## config.mk

```make
export PLATFORM = sky130hd
export DESIGN_NAME = pipe_stage_reg
export DESIGN_NICKNAME = d
export VERILOG_FILES = /design/src/rtl/pipe_stage_reg.sv
export SDC_FILE = /design/constraint.sdc
export NUM_CORES = 1
export LEC_CHECK = 0
export BUFFER_PORTS_ARGS = -buffer_cell sky130_fd_sc_hd__buf_2
export CAP_MARGIN = 20
export CORE_MARGIN = 8
export CORE_UTILIZATION = 45
export CTS_BUF_LIST = sky130_fd_sc_hd__clkbuf_4 sky130_fd_sc_hd__clkbuf_8
export CTS_CLUSTER_DIAMETER = 120
export DETAILED_ROUTE_END_ITERATION = 10
export HOLD_SLACK_MARGIN = 0.05
export PLACE_DENSITY_LB_ADDON = 0.1
export SLEW_MARGIN = 0
export SYNTH_ARGS = -nofsm -noshare
export SYNTH_HDL_FRONTEND = slang
export SYNTH_SLANG_ARGS = --single-unit
```

## constraint.sdc

```tcl
create_clock -name clk -period 1.2 [get_ports clk]
set_input_delay 0.06 -clock clk [delete_from_list [all_inputs] [get_ports clk]]
set_output_delay 0.06 -clock clk [all_outputs]
set_load 0.005 [all_outputs]
```

## src/rtl/pipe_stage_reg.sv

```systemverilog
// pipe_stage_reg: generic inter-stage pipeline register with a valid/ready
// handshake, synchronous flush (clr) and bubble zeroing (out_data = RST_VAL
// whenever out_valid = 0).
//
// Build option:
//   PIPE_STAGE_SKID_EN  defined   -> 2-entry skid buffer (main + skid), with
//                                    in_ready driven straight from a flop.
//                       undefined -> single register, in_ready is
//                                    combinational (~out_valid | out_ready).
module pipe_stage_reg #(
  parameter int unsigned          WIDTH   = 32,
  parameter logic [WIDTH-1:0]     RST_VAL = '0
) (
  input  logic              clk,
  input  logic              reset,      // asynchronous, active-low
  input  logic              clr,        // synchronous flush, active-high
  input  logic              in_valid,
  output logic              in_ready,
  input  logic [WIDTH-1:0]  in_data,
  output logic              out_valid,
  input  logic              out_ready,
  output logic [WIDTH-1:0]  out_data,
  output logic [1:0]        occupancy
);

`ifdef PIPE_STAGE_SKID_EN

  // The state encoding equals the number of beats held.
  typedef enum logic [1:0] {
    S_EMPTY = 2'd0,
    S_ONE   = 2'd1,
    S_FULL  = 2'd2
  } state_e;

  state_e             state_q, state_d;
  logic [WIDTH-1:0]   main_q, main_d;
  logic [WIDTH-1:0]   skid_q, skid_d;
  logic               in_ready_q, in_ready_d;
  logic               accept;
  logic               issue;

  assign accept    = in_valid & in_ready_q;
  assign issue     = (state_q != S_EMPTY) & out_ready;

  assign in_ready  = in_ready_q;
  assign out_valid = (state_q != S_EMPTY);
  assign out_data  = main_q;

  // Occupancy decoded from the state; the unused encoding reads as empty.
  always_comb begin
    occupancy = 2'd0;
    case (state_q)
      S_ONE:   occupancy = 2'd1;
      S_FULL:  occupancy = 2'd2;
      default: occupancy = 2'd0;
    endcase
  end

  // Next-state and datapath: main always holds the head beat, skid the
  // second one; a register that drops its beat reloads RST_VAL so the
  // output bus shows RST_VAL during bubbles.
  always_comb begin
    state_d = state_q;
    main_d  = main_q;
    skid_d  = skid_q;
    if (clr) begin
      // A beat accepted in this cycle is discarded as well.
      state_d = S_EMPTY;
      main_d  = RST_VAL;
      skid_d  = RST_VAL;
    end else begin
      case (state_q)
        S_EMPTY: begin
          if (accept) begin
            state_d = S_ONE;
            main_d  = in_data;
          end
        end
        S_ONE: begin
          if (accept && !issue) begin
            state_d = S_FULL;
            skid_d  = in_data;
          end else if (accept && issue) begin
            main_d  = in_data;
          end else if (issue) begin
            state_d = S_EMPTY;
            main_d  = RST_VAL;
          end
        end
        S_FULL: begin
          // in_ready is low here, so no accept can coincide with the issue.
          if (issue) begin
            state_d = S_ONE;
            main_d  = skid_q;
            skid_d  = RST_VAL;
          end
        end
        default: begin
          state_d = S_EMPTY;
          main_d  = RST_VAL;
          skid_d  = RST_VAL;
        end
      endcase
    end
    // Registered ready: only the FULL state blocks the producer.
    in_ready_d = (state_d != S_FULL);
  end

  // State, payload and ready registers; reset drops every held beat.
  always_ff @(posedge clk or negedge reset) begin
    if (!reset) begin
      state_q    <= S_EMPTY;
      main_q     <= RST_VAL;
      skid_q     <= RST_VAL;
      in_ready_q <= 1'b1;
    end else begin
      state_q    <= state_d;
      main_q     <= main_d;
      skid_q     <= skid_d;
      in_ready_q <= in_ready_d;
    end
  end

`else

  logic               valid_q, valid_d;
  logic [WIDTH-1:0]   data_q, data_d;

  // The stage can take a new beat when empty or when its beat leaves now.
  assign in_ready  = ~valid_q | out_ready;
  assign out_valid = valid_q;
  assign out_data  = data_q;
  assign occupancy = {1'b0, valid_q};

  // Next-state: flush wins, otherwise load (or bubble) when ready, else hold.
  always_comb begin
    valid_d = valid_q;
    data_d  = data_q;
    if (clr) begin
      valid_d = 1'b0;
      data_d  = RST_VAL;
    end else if (in_ready) begin
      valid_d = in_valid;
      data_d  = in_valid ? in_data : RST_VAL;
    end
  end

  // Single stage register; reset drops the held beat.
  always_ff @(posedge clk or negedge reset) begin
    if (!reset) begin
      valid_q <= 1'b0;
      data_q  <= RST_VAL;
    end else begin
      valid_q <= valid_d;
      data_q  <= data_d;
    end
  end

`endif

endmodule

```

## Yosys cells after proc, flatten, opt, wreduce, memory -nomap -nowiden

Cells that the tools add are included.

| storage, ports and cells | value |
|---|---|
| bits of input ports | 37 |
| bits in registers | 33 |
| output and inout port bits | 36 |

| operators by class | value |
|---|---|
| bitwise operators | 2 |
| mux-type cells | 5 |
| reductions and logical operators | 1 |

Operators with widths:

| operator | count |
|---|---|
| $mux W32 | 3 |
| $mux W1 | 2 |
| $reduce_bool A2 Y1 | 1 |
| $not A1 Y1 | 1 |
| $or A1 B1 Y1 | 1 |

## Depth between registers and ports, before layout

| logic depth | value |
|---|---|
| depth in word-level cells | 4 |
| depth in mapped cells | 6 |
| gate-level depth less buffers | 4 |

## Least setup slack after synthesis

No wires, ideal clock.

| timing path | value |
|---|---|
| path kind | reg2reg |
| start | reg valid_q (netlist: out_valid) |
| end | reg data_q[16] (netlist: out_data[16]) |
| arrival | 1.027 ns |
| data required time | 1.127 ns |
| cell stages (with the launch flop) | 7 |
| path buffers | 2 |
| slack | 0.100 ns |
| setup time | 0.073 ns |
| cell sequence | dfrtp_1 nor2b_4 buf_6 inv_8 buf_12 nand3_2 a21oi_2 |

| on the way | value |
|---|---|
| cells in the longest elaborated chain, start to end | 3 |

Ends and longest elaborated chain:

| item | line | text |
|---|---|---|
| start: declaration | 126 | `logic valid_q, valid_d;` |
| start signal: assignment | 154 | `valid_q <= valid_d;` |
| $not A1 Y1 | 130 | `assign in_ready = ~valid_q \| out_ready;` |
| $or A1 B1 Y1 | 130 |  |
| net in_ready | 18 | `output logic in_ready,` |
| $reduce_bool A2 Y1 (no source line) | - |  |
| end signal: assignment | 155 | `data_q <= data_d;` |
| end: declaration | 127 | `logic [WIDTH-1:0] data_q, data_d;` |

The timed path passes the listed nets, and every way through them passes these cells.
A chain may end at the register's enable or synchronous reset.

## Worst setup path in the final report

| timing path | value |
|---|---|
| start | reg valid_q (netlist: out_valid) |
| end | reg data_q[8] (netlist: out_data[8]) |

| on the way | value |
|---|---|
| cells in the longest elaborated chain, start to end | 3 |

Ends and longest elaborated chain:

| item | line |
|---|---|
| $not A1 Y1 | 130 |
| $or A1 B1 Y1 | 130 |
| $reduce_bool A2 Y1 (no source line) | - |

Every way passes these cells.

==> flow_summary_export.csv <==
group,metric,value,unit
timing,whs,124,ps
global_route,grt_use_met1,0.174,
logic_synthesis,ys_ff_latch,33,
placed_design,placed_cells,259,
timing,hold_viol,0,
detailed_routing,wire_per_inst,15.8,microns
global_route,grt_antenna_before_repair,0,
detailed_routing,dr.pass1.iters,4,
setup_path,worst_setup_path_end_kind,"flop",
clock_network,htreeDepth,2,
timing,setup_ws,15.2,ps
timing,fmax,844,MHz
layout,fin_cells,308,
setup_path,critPathTopFamily,"flip-flops",
clock_network,cts.sinks,33,
layout,final_cell_mix,"70 x buf_2, 33 x dlygate4sd3_1, 33 x dfrtp_1",
setup_path,path_cells,"nor2b_4, buf_6, buf_4, nand2_1, a21oi_1",
setup_path,worstSetupPathType,"reg2reg",
floorplanning,coreArea,3390,sq um
setup_path,cp.required,1460,ps
power_and_ir_drop,peakVddDrop,0.000793,V
logic_synthesis,syn_avg_cell_area,10.7,sq um
min_path,min-delay-start,"clr",
floorplanning,initial_core_util,0.477,
timing,timing_max_transition_violations_final,0,
floorplanning,fp.dieW,75.9,microns
power_and_ir_drop,leakage,1.24,nW
clock_network,cts_tree,"built",
timing,setup_viol_count_final,0,
timing,rsz0062_at_grt,"true",
global_route,grt_max_degree,34,
global_route,grt_pass1_wl,7820,microns
setup_path,crit_path_start,"out_valid",
clock_network,clock_latency,340,ps
layout,antenna_cells,0,
global_route,grt_pass1_vias,1626,
detailed_routing,wl,4870,microns
detailed_routing,post-route-drc-count,0,
power_and_ir_drop,power_density,1020,nW/um^2
logic_synthesis,yosys_warnings,0,
detailed_routing,via_per_inst,5.00,
detailed_routing,via_count,1540,
logic_synthesis,synth-seq-area-share,0.511,
setup_path,cpMaxStageDelayCell,"dfrtp_1",
detailed_routing,drtIter0Drc,102,
timing,fin_crit_sh,0.987,
layout,syn_to_final_growth,57.1,%
layout,layout_commonest_cell,"buf_2",
floorplanning,pin_count,73,
flow_run,drv_cap,0,
floorplanning,fp.dieH,75.9,microns
setup_path,cp-start-kind,"flop",
setup_path,crit_arrival,1440,ps
placed_design,gp_congestion,0.758,
global_route,grt_use_met3,0.0637,
run_status,outcome,"finished clean",
setup_path,rr_startpoint,"out_valid",
clock_network,clk_path_buf_depth,2,
logic_synthesis,synthCells,151,
global_route,grtUsageMet2,0.289,
layout,drive_gt1_frac,0.553,
clock_network,numCtsBuffers,5,
logic_synthesis,synth_cell_types,15,
global_route,grt-busiest-layer,"met2",
setup_path,path_buf_inv,2,
timing,clock_skew,12.3,ps
floorplanning,num_rows,21,
layout,fin_nets,298,
placed_design,io_buffers,71,
min_path,worst_hold_path_type,"in2reg",
clock_network,clk_root_buffer_cell,"clkbuf_4",
logic_synthesis,synth.net_count,188,
detailed_routing,ant_nets,0,
logic_synthesis,syn_area,1620,sq um
clock_network,clk_pin_slew,110,ps
placed_design,place_ws,89.8,ps
global_route,grt_usage,0.163,
timing,post-route-min-period,1180,ps
setup_path,worst_path_largest_cell_delay,360,ps
global_route,grt-ovfl-total,0,
floorplanning,die_area,5760,sq um
placed_design,dp_hpwl,3080,microns
setup_path,cp_max_fo,6,
==> through the flow <==
step / utilization / instance area, sq um / setup TNS, ps / power (mW)
after floorplan: - / 1620 / 0 / 1.41
after global placement: 0.580 / 1970 / 0 / 1.56
after detailed placement: 0.580 / 1970 / 0 / 1.57
after CTS: 0.718 / 2430 / 0 / 2.56
after global routing: 0.749 / 2540 / -492 / 2.70
final: 0.749 / 2540 / 0 / 2.58
==> path summary, 6_finish.rpt <==
check	to	slack, ps	depth (start not counted)
worst min register to register	out_data[12]	520	2
min in group asynchronous	out_data[27]	170	2
max in group asynchronous	out_data[6]	500	3
worst min-delay path	out_data[23]	120	3
worst max register to register	out_data[8]	20	5
worst max-delay path	out_data[8]	20	5
==> cell usage after synthesis <==
| cell type | instances | share of area |
|---|---|---|
| nand3_2 | 19 | 0.12 |
| nor2_1 | 2 | 0.0046 |
| buf_2 | 6 | 0.019 |
| nor2b_4 | 1 | 0.0085 |
| nand3_1 | 13 | 0.040 |
| buf_6 | 1 | 0.0070 |
| buf_4 | 5 | 0.023 |
| conb_1 | 1 | 0.0023 |
| nand2_1 | 32 | 0.074 |
| a21oi_2 | 19 | 0.10 |
| buf_12 | 3 | 0.037 |
| clkbuf_1 | 2 | 0.0046 |
| a21oi_1 | 13 | 0.040 |
| dfrtp_1 | 33 | 0.51 |
| inv_8 | 1 | 0.0070 |
==> worst register-to-register path, cell delays in order, from the launching register on <==
cell and delay [ps]:
dfrtp_1 360, nor2b_4 240, buf_6 180, buf_4 140
nand2_1 70, a21oi_1 120
==> report_power, final <==
part	switching, mW	internal (mW)
logic	0.235	0.257
clock network	0.377	0.520
registers	0.0274	1.16
==> sequential cells by signal, indices dropped and copies added (netlist names) <==
register   cells
out_valid      1
out_data      32
==> routing by layer <==
| metal | routed length, microns | up-vias |
|---|---|---|
| li1 | - | 725 |
| met1 | 1910 | 742 |
| met2 | 2530 | 65 |
| met3 | 345 | 8 |
| met4 | 79 | 0 |
| met5 | 0 | - |
==> final cells by class <==
type	count	area, sq um
Clock inverter	1	30.0
Inverter	1	11.3
Timing Repair inverter	1	11.3
Tap cell	46	57.6
Clock buffer	7	58.8
Multi-Input combinational cell	100	673
Timing Repair Buffer	119	870
Sequential cell	33	826
Fill cell	236	852
==> kinds of logic (layout without fill, tap and decap cells) <==
group,after synthesis,in the layout,synth area share
other cells,1,1,0.00232
buf+inv,18,129,0.0976
compound gates,32,32,0.143
simple gates,67,67,0.246
flops,33,33,0.511
==> what timing repair did <==
action	CTS	global route
hold buffers	33	0
pin swaps	0	7
endpoints found under the setup margin	1	34
gates resized for setup	1	21
gates cloned	1	2
buffers inserted	5	0
endpoints found under the hold margin	65	0
Power figures use the tool's default switching activity.
